<file path="config.mk">
export PLATFORM = sky130hd
export DESIGN_NAME = skid_buffer_flat
export DESIGN_NICKNAME = d
export VERILOG_FILES = /design/src/rtl/skid_buf_pkg.sv /design/src/rtl/skid_buf_if.sv /design/src/rtl/skid_buf_stat_cnt.sv /design/src/rtl/skid_buffer.sv /design/src/flat_wrapper.sv
export SDC_FILE = /design/constraint.sdc
export NUM_CORES = 1
export LEC_CHECK = 0
export ABC_AREA = 1
export CELL_PAD_IN_SITES_DETAIL_PLACEMENT = 0
export CELL_PAD_IN_SITES_GLOBAL_PLACEMENT = 1
export CORE_ASPECT_RATIO = 1.1
export CORE_MARGIN = 8
export CORE_UTILIZATION = 25
export CTS_BUF_LIST = sky130_fd_sc_hd__clkbuf_2 sky130_fd_sc_hd__clkbuf_4 sky130_fd_sc_hd__clkbuf_8
export CTS_CLUSTER_SIZE = 40
export DETAILED_ROUTE_END_ITERATION = 12
export PLACE_DENSITY_LB_ADDON = 0.05
export SYNTH_ARGS = -nofsm -noshare
export SYNTH_HDL_FRONTEND = slang
export SYNTH_SLANG_ARGS = --single-unit
export TNS_END_PERCENT = 50
</file>
<file path="constraint.sdc">
create_clock -name clk -period 2.58 [get_ports clk]
set_input_delay 0.258 -clock clk [delete_from_list [all_inputs] [get_ports clk]]
set_output_delay 0.258 -clock clk [all_outputs]
set_load 0.02 [all_outputs]
</file>
<file path="src/rtl/skid_buf_pkg.sv">
// Shared types and constants for the ready-registering skid buffer.
// The SKID_BUF_STATS_EN build option adds statistics counters; their width is set here.
package skid_buf_pkg;

  localparam int DEFAULT_DATA_W = 32;
  localparam int STAT_W         = 32;

  typedef enum logic [1:0] {
    EMPTY = 2'd0,
    BUSY  = 2'd1,
    FULL  = 2'd2
  } skid_state_t;

  // Occupancy reported on level; the state encoding is never exposed directly.
  function automatic logic [1:0] level_of(skid_state_t s);
    case (s)
      EMPTY:   return 2'd0;
      BUSY:    return 2'd1;
      FULL:    return 2'd2;
      default: return 2'd0;
    endcase
  endfunction

endpackage

</file>
<file path="src/rtl/skid_buf_if.sv">
// Valid/ready bundle around the skid buffer: upstream, downstream, occupancy.
// The statistics members exist only when SKID_BUF_STATS_EN is defined.
interface skid_buf_if
  import skid_buf_pkg::*;
#(
  parameter int DATA_W = DEFAULT_DATA_W
);

  logic              in_valid;
  logic [DATA_W-1:0] in_data;
  logic              in_ready;
  logic              out_valid;
  logic [DATA_W-1:0] out_data;
  logic              out_ready;
  logic [1:0]        level;
`ifdef SKID_BUF_STATS_EN
  logic [STAT_W-1:0] in_count;
  logic [STAT_W-1:0] out_count;
  logic [STAT_W-1:0] stall_count;
`endif

  // slave: the buffer itself; master: the surrounding producer/consumer.
  modport slave (
    input  in_valid, in_data, out_ready,
    output in_ready, out_valid, out_data, level
`ifdef SKID_BUF_STATS_EN
    , output in_count, out_count, stall_count
`endif
  );

  modport master (
    output in_valid, in_data, out_ready,
    input  in_ready, out_valid, out_data, level
`ifdef SKID_BUF_STATS_EN
    , input in_count, out_count, stall_count
`endif
  );

endinterface

</file>
<file path="src/rtl/skid_buf_stat_cnt.sv">
// Single wrapping event counter with enable and synchronous reset.
module skid_buf_stat_cnt
  import skid_buf_pkg::*;
#(
  parameter int W = STAT_W
) (
  input  logic         clk,
  input  logic         rst,
  input  logic         en_i,
  output logic [W-1:0] count_o
);

  logic [W-1:0] count_q;
  logic [W-1:0] count_d;

  always_comb begin
    count_d = count_q;
    if (en_i) begin
      count_d = count_q + {{(W-1){1'b0}}, 1'b1};
    end
  end

  always_ff @(posedge clk) begin
    if (rst) begin
      count_q <= '0;
    end else begin
      count_q <= count_d;
    end
  end

  assign count_o = count_q;

endmodule

</file>
<file path="src/rtl/skid_buffer.sv">
// Two-entry valid/ready slice with in_ready and out_valid driven from flops.
// Define SKID_BUF_STATS_EN to add in/out/stall counters on the interface.
//
// state | meaning
// EMPTY | no beat held, out_valid=0, in_ready=1
// BUSY  | main entry holds the head beat
// FULL  | main and skid both hold beats, in_ready=0
module skid_buffer
  import skid_buf_pkg::*;
#(
  parameter int DATA_W = DEFAULT_DATA_W
) (
  input  logic      clk,
  input  logic      rst,
  skid_buf_if.slave bus
);

  skid_state_t       state_q, state_d;
  logic [DATA_W-1:0] main_q, main_d;
  logic [DATA_W-1:0] skid_q, skid_d;
  logic              in_ready_q;
  logic              out_valid_q;
  logic [1:0]        level_q;
  logic              in_fire;
  logic              out_fire;

  assign in_fire  = bus.in_valid & in_ready_q;
  assign out_fire = out_valid_q & bus.out_ready;

  always_comb begin
    state_d = state_q;
    main_d  = main_q;
    skid_d  = skid_q;
    case (state_q)
      EMPTY: begin
        if (in_fire) begin
          main_d  = bus.in_data;
          state_d = BUSY;
        end
      end
      BUSY: begin
        if (in_fire && out_fire) begin
          main_d = bus.in_data;
        end else if (in_fire) begin
          skid_d  = bus.in_data;
          state_d = FULL;
        end else if (out_fire) begin
          state_d = EMPTY;
        end
      end
      FULL: begin
        // in_ready is low here, so only the drain side can move.
        if (out_fire) begin
          main_d  = skid_q;
          state_d = BUSY;
        end
      end
      default: state_d = EMPTY;
    endcase
  end

  // Handshake flags are re-derived from the next state so they stay flop outputs.
  always_ff @(posedge clk) begin
    if (rst) begin
      state_q     <= EMPTY;
      main_q      <= '0;
      skid_q      <= '0;
      in_ready_q  <= 1'b1;
      out_valid_q <= 1'b0;
      level_q     <= 2'd0;
    end else begin
      state_q     <= state_d;
      main_q      <= main_d;
      skid_q      <= skid_d;
      in_ready_q  <= (state_d != FULL);
      out_valid_q <= (state_d != EMPTY);
      level_q     <= level_of(state_d);
    end
  end

  assign bus.in_ready  = in_ready_q;
  assign bus.out_valid = out_valid_q;
  assign bus.out_data  = main_q;
  assign bus.level     = level_q;

`ifdef SKID_BUF_STATS_EN
  logic              stall;
  logic [STAT_W-1:0] in_count_w;
  logic [STAT_W-1:0] out_count_w;
  logic [STAT_W-1:0] stall_count_w;

  assign stall = out_valid_q & ~bus.out_ready;

  skid_buf_stat_cnt #(.W(STAT_W)) u_in_cnt (
    .clk     (clk),
    .rst     (rst),
    .en_i    (in_fire),
    .count_o (in_count_w)
  );

  skid_buf_stat_cnt #(.W(STAT_W)) u_out_cnt (
    .clk     (clk),
    .rst     (rst),
    .en_i    (out_fire),
    .count_o (out_count_w)
  );

  skid_buf_stat_cnt #(.W(STAT_W)) u_stall_cnt (
    .clk     (clk),
    .rst     (rst),
    .en_i    (stall),
    .count_o (stall_count_w)
  );

  assign bus.in_count    = in_count_w;
  assign bus.out_count   = out_count_w;
  assign bus.stall_count = stall_count_w;
`endif

endmodule

</file>
<file path="src/flat_wrapper.sv">
// flat-port wrapper written by rule: the top's interface ports become plain ports
module skid_buffer_flat import skid_buf_pkg::*;
#(
  parameter int DATA_W = DEFAULT_DATA_W
)
  (clk, rst, bus_in_valid, bus_in_data, bus_out_ready, bus_in_ready, bus_out_valid, bus_out_data, bus_level);
  skid_buf_if #(.DATA_W(DATA_W)) bus_i ();
  input  logic clk;
  input  logic rst;
  input wire logic [$bits(bus_i.in_valid)-1:0] bus_in_valid;
  input wire logic [$bits(bus_i.in_data)-1:0] bus_in_data;
  input wire logic [$bits(bus_i.out_ready)-1:0] bus_out_ready;
  output wire logic [$bits(bus_i.in_ready)-1:0] bus_in_ready;
  output wire logic [$bits(bus_i.out_valid)-1:0] bus_out_valid;
  output wire logic [$bits(bus_i.out_data)-1:0] bus_out_data;
  output wire logic [$bits(bus_i.level)-1:0] bus_level;
  assign bus_i.in_valid = bus_in_valid;
  assign bus_i.in_data = bus_in_data;
  assign bus_i.out_ready = bus_out_ready;
  assign bus_in_ready = bus_i.in_ready;
  assign bus_out_valid = bus_i.out_valid;
  assign bus_out_data = bus_i.out_data;
  assign bus_level = bus_i.level;
  skid_buffer #(.DATA_W(DATA_W)) u_core (.clk(clk), .rst(rst), .bus(bus_i));
endmodule
</file>
Word level (Yosys, flattened, before mapping). Index checks and enable logic that the tools add are counted.

Reduce and logical (&&, ||, !) cells: 6. Eq/ne operators: 8. Multiplexer cells: 11. Bitwise gates (word level): 3.

Operator list (count): 2-to-1 mux 32 bit (3); case mux 32 bit (3 select lines) (1); 2-to-1 mux 2 bit (5); inequality test 2 x 1 -> 1 bit (second input constant) (3); case mux 2 bit (3 select lines) (1); equality test 2 x 1 -> 1 bit (second input constant) (2); equality test 2 bit (second input constant) (2); case mux 2 bit (2 select lines) (1); AND reduction 4 bit (1); AND reduction 3 bit (1); nonzero test 3 bit (1); AND 1 bit (2); logical NOT 2 bit (1); inequality test 2 bit (second input constant) (1); nonzero test 2 bit (1); logical AND 1 bit (1); inverter 1 bit (1).

Flip-flop bits (word level): 70. Output and inout port bits: 36. Bits of input ports: 36. Word-level logic and storage cells: 34.

Depth between registers and ports, before layout. Gate-level depths: netlist (run 1).

Depth in word-level cells: 7. Depth in mapped cells: 10. Mapped depth without buffers: 7.

Worst setup path after synthesis (run 1). Ideal clock, no wire load.

Path kind: register to register. From: register u_core.in_ready_q (netlist: u_core.bus.in_ready). To: register u_core.main_q[0] (netlist: u_core.bus.out_data[0]). Setup time: 0.113 ns. Clock period less this slack: 1.230 ns. Buffers on the path: 2. Stages on the path, launching flop included: 8. Arrival: 1.117 ns. Path slack: 1.350 ns. Required time: 2.467 ns. Cells stage by stage: dfxtp_1 nand3_1 nand2_1 nand2_1 buf_6 buf_4 nor2_1 nor2_1.

Word-level cells in the longest chain between the ends: 4. Elaborated cells on any way between the ends: 5. Those cells by class: eq/ne (2); bitwise (1); reduce/logical (2).

Ends and longest elaborated chain: start, declared (line skid_buffer.sv:21) `logic in_ready_q;`; start signal, assigned (line skid_buffer.sv:75) `in_ready_q <= (state_d != FULL);`; AND 1 bit * (line skid_buffer.sv:27) `assign in_fire = bus.in_valid & in_ready_q;`; logical AND 1 bit (line skid_buffer.sv:42) `if (in_fire && out_fire) begin`; inequality test 2 x 1 -> 1 bit (no line); AND reduction 4 bit (no line) *; end signal, assigned (line skid_buffer.sv:73) `main_q <= main_d;`; end, declared (line skid_buffer.sv:19) `logic [DATA_W-1:0] main_q, main_d;`.

Every way passes the cells marked *; elsewhere a longest branch is shown, timed or not. A chain may end at the register's enable or synchronous reset.

Worst setup path in the final report (run 1).
From: register u_core.state_q[1]. To: register u_core.out_valid_q (netlist: u_core.bus.out_valid).

Word-level cells in the longest chain between the ends: 5. Elaborated cells on any way between the ends: 10. Those cells by class: eq/ne (2); mux (6); reduce/logical (2).

Ends and longest elaborated chain: start, declared (line skid_buffer.sv:18) `skid_state_t state_q, state_d;`; start signal, assigned (line skid_buffer.sv:72) `state_q <= state_d;`; 2-to-1 mux 2 bit (line skid_buffer.sv:47) `end else if (out_fire) begin`; 2-to-1 mux 2 bit (line skid_buffer.sv:44) `end else if (in_fire) begin`; 2-to-1 mux 2 bit (line skid_buffer.sv:42); case mux 2 bit (3 select lines) * (line skid_buffer.sv:34) `case (state_q)`; nonzero test 2 bit * (line skid_buffer.sv:76) `out_valid_q <= (state_d != EMPTY);`; end signal, assigned (line skid_buffer.sv:76); end, declared (line skid_buffer.sv:22) `logic out_valid_q;`.

Marks and branches as above.

==> results of run 1 <==
## final cells by class
class	instances	area, um^2
Multi-Input combinational cell	368	1550
Timing Repair Buffer	80	778
Fill cell	1462	8790
Clock buffer	12	153
Inverter	42	158
Clock inverter	2	10.0
Tap cell	161	201
Sequential cell	70	1400
## metrics by stage
| step | total power, mW | setup slack (ns) |
|---|---|---|
| 6_report | 3.05 | 0.938 |
| 2_1_floorplan | 1.94 | 1.35 |
| 4_1_cts | 3.12 | 0.900 |
| 3_3_place_gp | 2.30 | 0.801 |
| 3_5_place_dp | 2.31 | 0.774 |
| 5_1_grt | 3.28 | 0.733 |
## logic make-up after synthesis
family,share of synthesized area (%)
buf+inv,10.5
compound gates,0.152
flops,42.5
simple gates,46.8
## report_power, final
part | switching (mW) | internal (mW) | leakage, nW
logic | 0.563 | 0.385 | 1.35
clock network | 0.404 | 0.384 | 0.0889
registers | 0.0799 | 1.23 | 0.576
total | 1.05 | 2.00 | 2.01
## cell usage after synthesis
cell type,number
buf_2,11
buf_4,6
buf_6,4
clkbuf_1,12
dfxtp_1,70
inv_1,39
inv_2,3
nand2_1,171
nand3_1,34
nand3b_1,32
nand4_1,1
nor2_1,128
nor2_2,1
o21ai_0,1
## registers in the layout (all words and copies together), names as in the netlist
register	cells
u_core.bus.out_data	32
u_core.bus.level	2
u_core.state_q	2
u_core.bus.out_valid	1
u_core.skid_q	32
u_core.bus.in_ready	1
## worst reg2reg max path, delay by kind of cell (launching register included)
kind          cells  cell delay, ns
flops             1            0.59
buf+inv           2            0.44
simple gates      6            0.51
## worst max-delay path by stage
stage                                               from                                    to  cells after the start
after floorplan           u_core.bus.in_ready$_SDFF_PP1_   u_core.bus.out_data[0]$_SDFFE_PP0P_                      7
after global placement                               rst  u_core.bus.out_data[25]$_SDFFE_PP0P_                      5
after detailed placement                   bus_out_ready        u_core.skid_q[17]$_SDFFE_PP0P_                      8
after CTS                   u_core.state_q[1]$_SDFF_PP0_       u_core.bus.out_valid$_SDFF_PP0_                      8
after global routing        u_core.state_q[1]$_SDFF_PP0_       u_core.bus.out_valid$_SDFF_PP0_                      8
final                       u_core.state_q[1]$_SDFF_PP0_       u_core.bus.out_valid$_SDFF_PP0_                      8
## metal layers
metal / GRT usage [%] / vias up
met5: 0 / -
met4: 4.67 / 0
met3: 3.06 / 6
met2: 19.6 / 41
met1: 13.7 / 1421
li1: - / 1653
==> flow_metrics.tcl, run 1 <==
set metrics [dict create \
    clk_pin_slew_ns 0.07 \
    rsz0062_at_grt "false" \
    gp_congestion 0.705 \
    relSlewSlack_pct 58.7 \
    mostFrequentLayoutCells "nand2_1 (170), nor2_1 (128), clkdlybuf4s50_1 (71)" \
    setup_viol 0 \
    firstDrtPassIters 4 \
    reg2reg_slack_ns 0.94 \
    grt_max_degree 34 \
    yosysSeqAreaShare_pct 42.5 \
    cp_data_required_time_ns 2.82 \
    cts_resized 0 \
    critPathBufInv 2 \
    syn_to_final_growth_pct 29.0 \
    critPathSlowestCell "dfxtp_2" \
    tightestPinTransition_ns 0.619 \
    outcome "finished, final reports clean" \
    cts-root-buf "clkbuf_8" \
    critPathLaunchType "register" \
    p_leak_nw 2.01 \
    yosysTopAreaCellShare_pct 42.5 \
    cp_top_family "flip-flops" \
    max_clock_freq_ghz 0.609 \
    fin_cells 735 \
    cts_max_path_buffers 2 \
    cp_cell_sequence "inv_1, nand3_1, nand2_1, nand2_2, buf_4, nand2_1, nand2_1, nand2_1" \
    hold_viol 0 \
    finalWirelength_um 9840 \
    clock_latency_ns 0.34 \
    end_kind "register" \
    syn_area_um2 3300 \
    setup-tns-final_ns 0 \
    dp_hpwl_um 6020 \
    drv_slew 0 \
    top_layer_used "met4" \
    postCtsHoldBufs 0 \
    crit_fanout 33 \
    syn_inst 513 \
    peakVddDrop_uv 253 \
    fin_nets 607 \
    max_stage_delay_ns 0.59 \
    synth_nets 549 \
    wl_met3_um 307 \
    synth-seq-cells 70 \
    grt_overflow 0 \
    drt_iter0_markers 168 \
    detail-route-antenna-nets 0 \
    hold_end "u_core.skid_q[27]$_SDFFE_PP0P_" \
    clkSinkCount 70 \
    maxCapViolCount 0 \
    r2r_end "u_core.bus.out_valid$_SDFF_PP0_" \
    holdPathStages 2 \
    num_rows 44 \
    layout-drive-gt1-share_pct 5.23 \
    synth_cell_types 14 \
    die_h_um 136 \
    hp-start "u_core.skid_q[27]$_SDFFE_PP0P_" \
    io_buffers 71 \
    hold_path.class "register to register" \
    numCtsBuffers 9 \
    placedCellCount 721 \
    fin_crit_ns 1.64 \
    diodes 0 \
    yosysWarnings 0 \
    critPathArrivalTime_ns 1.88 \
    htree_levels 3 \
    initial_utilization_pct 25.3 \
    grtUsageTotal_pct 11.6 \
    skew_ns 0.00632 \
    postCtsSetupBuffers 0 \
    crit_type "register to register" \
    final_cell_area_um2 4260 \
    post-route-period-util_pct 63.6 \
    tritoncts "yes" \
    dieArea_um2 17100 \
    wl_per_cell_um 13.4 \
    vias 3121 \
    dpl-instance-area_um2 4090 \
    reg2reg_depth 8 \
    synth.area.top_cells "dfxtp_1 (42%), nand2_1 (19%), nor2_1 (15%), nand3b_1 (7.3%), nand3_1 (5.2%)" \
    core_um2 13000 \
    antenna_found_initial 0 \
    met1_length_um 4780 \
    path_common_cell "nand2_1" \
    grt_pass1_vias 3026 \
    yosys.area.top_type "dfxtp_1" \
    synth.avg_cell_area_um2 6.43 \
    fin_util_pct 32.6 \
    powerDensity_nw_per_um2 716 \
    io_pins 72 \
    r2r_start "u_core.state_q[1]$_SDFF_PP0_" \
    routed_via_density 4.25 \
    layout_commonest_cell "nand2_1" \
    whs_ns 0.486 \
    die_w_um 126 \
    grt_first_pass_wirelength_um 15700 \
    drc 0 \
    wl_met2_um 4660 \
]
Power figures use the tool's default switching activity.
==> run 2: changes to the inputs <==
==> constraint.sdc (replaced) <==
create_clock -name clk -period 1.61 [get_ports clk]
set_input_delay 0.161 -clock clk [delete_from_list [all_inputs] [get_ports clk]]
set_output_delay 0.161 -clock clk [all_outputs]
set_load 0.02 [all_outputs]
==> run 2 against run 1 <==
Effect of this change:
- largest power group unchanged
- hold slack lost 0.00076 ns
- die area stayed put
- power up 68%
- critical path type is now register to primary output
- critical endpoint is now bus_out_data[19]
- wire length down 1.8%
- register-to-register slack got worse by 0.56 ns
- non-clock buffer count up 6
- via count is 0.22% higher
- count of clock-buffer cells in the layout up 4
- highest routed layer unchanged
- worst setup slack worse by 0.82 ns
==> flow_metrics.tcl, run 2 (synthesis gave the netlist of run 1 again) <==
set metrics [dict create \
    cp_top_family "buffers and inverters" \
    fin_nets 613 \
    htree_levels 3 \
    peakVddDrop_uv 400 \
    end_kind "primary output" \
    die_w_um 126 \
    wl_per_cell_um 13.0 \
    initial_utilization_pct 25.3 \
    powerDensity_nw_per_um2 1160 \
    setup-tns-final_ns 0 \
    p_leak_nw 2.08 \
    fin_crit_ns 1.49 \
    rsz0062_at_grt "false" \
    reg2reg_slack_ns 0.38 \
    grt_pass1_vias 3196 \
    num_rows 44 \
    r2r_end "u_core.bus.out_valid$_SDFF_PP0_" \
    cp_data_required_time_ns 1.45 \
    clock_latency_ns 0.36 \
    maxCapViolCount 0 \
    io_pins 72 \
    relSlewSlack_pct 79.2 \
    grt_max_degree 41 \
    netSwitchingFraction_pct 33.3 \
    layout_commonest_cell "nand2_1" \
    diodes 0 \
    routed_via_density 4.21 \
    grt_overflow 0 \
    drv_slew 0 \
    die_h_um 136 \
    cts-root-buf "clkbuf_8" \
    postCtsHoldBufs 0 \
    clk_pin_slew_ns 0.07 \
    numCtsBuffers 9 \
    crit_fanout 2 \
    fillCellCount 1457 \
    core_um2 13000 \
    critPathArrivalTime_ns 1.33 \
    cts_resized 0 \
    hold_viol 0 \
    hold_path.class "register to register" \
    crit_type "register to primary output" \
    io_buffers 71 \
    tritoncts "yes" \
    r2r_start "u_core.state_q[1]$_SDFF_PP0_" \
    outcome "finished, final reports clean" \
    tightestPinTransition_ns 0.312 \
    vias 3128 \
    critPathLaunchType "register" \
    pwr-share-comb_pct 31.5 \
    p_sw_mw 1.71 \
    clock_power_share_pct 27.8 \
    syn_to_final_growth_pct 33.6 \
    layout-drive-gt1-share_pct 6.53 \
    critPathLaunch "u_core.bus.out_data[19]$_SDFFE_PP0P_" \
    max_clock_freq_ghz 0.670 \
    postCtsSetupBuffers 0 \
    dp_hpwl_um 6340 \
    antenna_found_initial 0 \
    drc 0 \
    fin_util_pct 33.8 \
    skew_ns 0.00785 \
    seqPwrFrac_pct 40.7 \
    setup_viol 0 \
    multi_input_area_um2 1550 \
    detail-route-antenna-nets 0 \
    clkSinkCount 70 \
    crit_end "bus_out_data[19]" \
    final_cell_area_um2 4410 \
    max_stage_delay_ns 0.62 \
    whs_ns 0.485 \
    grtUsageTotal_pct 12.0 \
    mostFrequentLayoutCells "nand2_1 (170), nor2_1 (128), clkdlybuf4s50_1 (71)" \
    grt_first_pass_wirelength_um 16100 \
    dpl-instance-area_um2 4210 \
    dieArea_um2 17100 \
    crit_cells 1 \
    gp_congestion 0.757 \
    reg2reg_depth 8 \
    cp_cell_sequence "clkdlybuf4s50_1" \
    register_area_um2 1400 \
    post-route-period-util_pct 92.7 \
    critPathBufInv 1 \
    firstDrtPassIters 4 \
    finalWirelength_um 9650 \
    critPathSlowestCell "clkdlybuf4s50_1" \
    total_power_mw 5.13 \
    p_int_mw 3.42 \
    drt_iter0_markers 155 \
    cts_max_path_buffers 2 \
]
-- run 2: cell types whose count changed in the layout (fill, tap and decap cells not counted) --
cell,change
clkinv_2,-2
buf_12,+6
clkbuf_8,+2
clkbuf_4,+2
-- run 2: area by class of cell --
cell class / count / area share [%]
multi-input combinational: 368 / 35.2
inverter: 42 / 3.58
sequential: 70 / 31.8
clock buffer: 16 / 4.43
tap: 161 / 4.57
timing repair buffer: 86 / 20.4
-- run 2: metrics by stage --
stage | cells | worst slack [ns]
after floorplan | 513 | 0.380
after global placement | 727 | 0.132
after detailed placement | 727 | 0.123
after CTS | 743 | 0.0627
after global routing | 743 | 0.0391
final | 743 | 0.117
-- run 2: worst min-delay path by stage --
stage	to	cells after the start	start	slack (ns)
finish	u_core.skid_q[31]$_SDFFE_PP0P_	2	u_core.skid_q[31]$_SDFFE_PP0P_	0.48
global route	u_core.skid_q[29]$_SDFFE_PP0P_	4	bus_in_data[29]	0.49
CTS	u_core.skid_q[29]$_SDFFE_PP0P_	4	bus_in_data[29]	0.46
detailed placement	u_core.skid_q[31]$_SDFFE_PP0P_	2	u_core.skid_q[31]$_SDFFE_PP0P_	0.47
global placement	u_core.skid_q[9]$_SDFFE_PP0P_	2	u_core.skid_q[9]$_SDFFE_PP0P_	0.46
floorplan	u_core.skid_q[0]$_SDFFE_PP0P_	3	bus_in_data[0]	0.38
-- run 2: routing by layer --
metal | up-vias | wire length, um | track usage (%)
met3 | 13 | 487 | 3.26
met1 | 1382 | 4530 | 13.9
li1 | 1667 | - | -
met2 | 66 | 4430 | 19.9
met5 | - | 0 | 0
met4 | 0 | 211 | 6.50
-- run 2: worst reg2reg max path, cell delays in order, from the launching register on --
cell	delay [ns]
dfxtp_2	0.37
inv_1	0.06
nand3_1	0.11
nand2_1	0.08
nand2_2	0.11
buf_12	0.19
nand2_1	0.07
nand2_1	0.10
nand2_1	0.05
-- run 2: power groups by stage --
stage	combinational, mW	sequential (mW)	clock [mW]
6_report	1.62	2.09	1.42
5_1_grt	1.82	2.12	1.59
4_1_cts	1.66	2.09	1.51
3_5_place_dp	1.65	2.13	0
3_3_place_gp	1.66	2.12	0
2_1_floorplan	0.806	2.31	0
==> run 3: changes to the inputs <==
==> constraint.sdc (replaced) <==
create_clock -name clk -period 1.9 [get_ports clk]
set_input_delay 0.19 -clock clk [delete_from_list [all_inputs] [get_ports clk]]
set_output_delay 0.19 -clock clk [all_outputs]
set_load 0.02 [all_outputs]
==> run 3 against run 2 <==
Effect of this change:
- first-iteration DRC count rose by 15%
- sequential power fell by 15%
- largest power group unchanged
- highest routed layer unchanged
- wire length grew 3.8%
==> flow_metrics.tcl, run 3 (synthesis gave the netlist of run 1 again) <==
set metrics [dict create \
    end_kind "primary output" \
    htree_levels 3 \
    dieArea_um2 17100 \
    postCtsSetupBuffers 0 \
    hold_path.class "register to register" \
    setup-tns-final_ns 0 \
    cts-root-buf "clkbuf_8" \
    layout_commonest_cell "nand2_1" \
    rsz0062_at_grt "false" \
    crit_type "register to primary output" \
    seqPwrFrac_pct 40.8 \
    crit_fanout 2 \
    critPathSlowestCell "clkdlybuf4s50_1" \
    netSwitchingFraction_pct 33.8 \
    hold_viol 0 \
    fin_crit_ns 1.53 \
    vias 3175 \
    die_h_um 136 \
    grt_first_pass_wirelength_um 16200 \
    tritoncts "yes" \
    die_w_um 126 \
    clock_power_share_pct 27.9 \
    io_pins 72 \
    relSlewSlack_pct 76.6 \
    postCtsHoldBufs 0 \
    core_um2 13000 \
    drc 0 \
    mostFrequentLayoutCells "nand2_1 (170), nor2_1 (128), clkdlybuf4s50_1 (71)" \
    num_rows 44 \
    numCtsBuffers 9 \
    critPathBufInv 1 \
    p_sw_mw 1.47 \
    drt_iter0_markers 178 \
    clock_latency_ns 0.36 \
    gp_congestion 0.708 \
    clkSinkCount 70 \
    fin_util_pct 33.6 \
    syn_to_final_growth_pct 32.8 \
    cts_max_path_buffers 2 \
    setup_viol 0 \
    finalWirelength_um 10000 \
    critPathLaunchType "register" \
    max_stage_delay_ns 0.62 \
    tightestPinTransition_ns 0.351 \
    wl_per_cell_um 13.5 \
    grtUsageTotal_pct 12.2 \
    cts_resized 0 \
    dp_hpwl_um 6250 \
    critPathArrivalTime_ns 1.34 \
    antenna_found_initial 0 \
    routed_via_density 4.27 \
    grt_overflow 0 \
    cp_cell_sequence "clkdlybuf4s50_1" \
    initial_utilization_pct 25.3 \
    powerDensity_nw_per_um2 991 \
    post-route-period-util_pct 80.5 \
    io_buffers 71 \
    layout-drive-gt1-share_pct 6.53 \
    grt_max_degree 36 \
    detail-route-antenna-nets 0 \
    pwr-share-comb_pct 31.3 \
    max_clock_freq_ghz 0.654 \
    clk_pin_slew_ns 0.07 \
    p_int_mw 2.88 \
    outcome "finished, final reports clean" \
    drv_slew 0 \
    peakVddDrop_uv 325 \
    cp_top_family "buffers and inverters" \
    grt_pass1_vias 3191 \
    skew_ns 0.00419 \
    maxCapViolCount 0 \
    diodes 0 \
    firstDrtPassIters 4 \
    fin_nets 613 \
    total_power_mw 4.35 \
    cp_data_required_time_ns 1.71 \
    p_leak_nw 2.08 \
]
## run 3: cell counts in the layout (fill, tap and decap cells not counted)
Identical to the previous run, type by type.
## run 3: final cells by class
class                      instances  area, um^2
multi-input combinational        368        1550
inverter                          42         158
sequential                        70        1400
timing repair buffer              86         873
fill                            1447        8660
tap                              161         201
clock buffer                      16         195
## run 3: path summary, 6_finish.rpt
| check | cells after the start | endpoint | slack [ns] | start |
|---|---|---|---|---|
| worst max register to register | 8 | u_core.skid_q[13]$_SDFFE_PP0P_ | 0.46 | u_core.state_q[0]$_SDFF_PP0_ |
| worst max-delay path | 1 | bus_out_data[19] | 0.37 | u_core.bus.out_data[19]$_SDFFE_PP0P_ |
| worst min-delay path | 2 | u_core.skid_q[7]$_SDFFE_PP0P_ | 0.48 | u_core.skid_q[7]$_SDFFE_PP0P_ |
| worst min register to register | 2 | u_core.skid_q[7]$_SDFFE_PP0P_ | 0.48 | u_core.skid_q[7]$_SDFFE_PP0P_ |
## run 3: worst reg2reg max path, stage by stage (launching register included)
cell	delay (ns)
dfxtp_1	0.37
inv_2	0.06
buf_4	0.20
nor2_2	0.17
nand2_1	0.10
inv_2	0.06
buf_4	0.25
nor2_1	0.07
nor2_1	0.11
## run 3: stage by stage
step           hold WS, ns  cell area [um^2]  cells  worst slack, ns
6_report             0.485              4380    743            0.371
5_1_grt              0.502              4380    743            0.253
3_5_place_dp         0.473              4190    727            0.290
2_1_floorplan        0.408              3300    513            0.670
3_3_place_gp         0.463              4190    727            0.326
4_1_cts              0.487              4380    743            0.325
## run 3: power groups by stage
stage	clock, mW	sequential, mW	combinational, mW
after floorplan	0	1.95	0.683
after global placement	0	1.81	1.37
after detailed placement	0	1.81	1.38
after CTS	1.27	1.78	1.39
after global routing	1.33	1.80	1.53
final	1.21	1.77	1.36
## run 3: layer usage
metal	GRT usage [%]	wire, um	share of wire, %	vias to the layer above
met3	3.06	443	4.4	19
met4	7.58	285	2.8	0
met1	15.0	4870	49	1423
met2	19.0	4420	44	66
li1	-	-	-	1667
met5	0	0	0	-
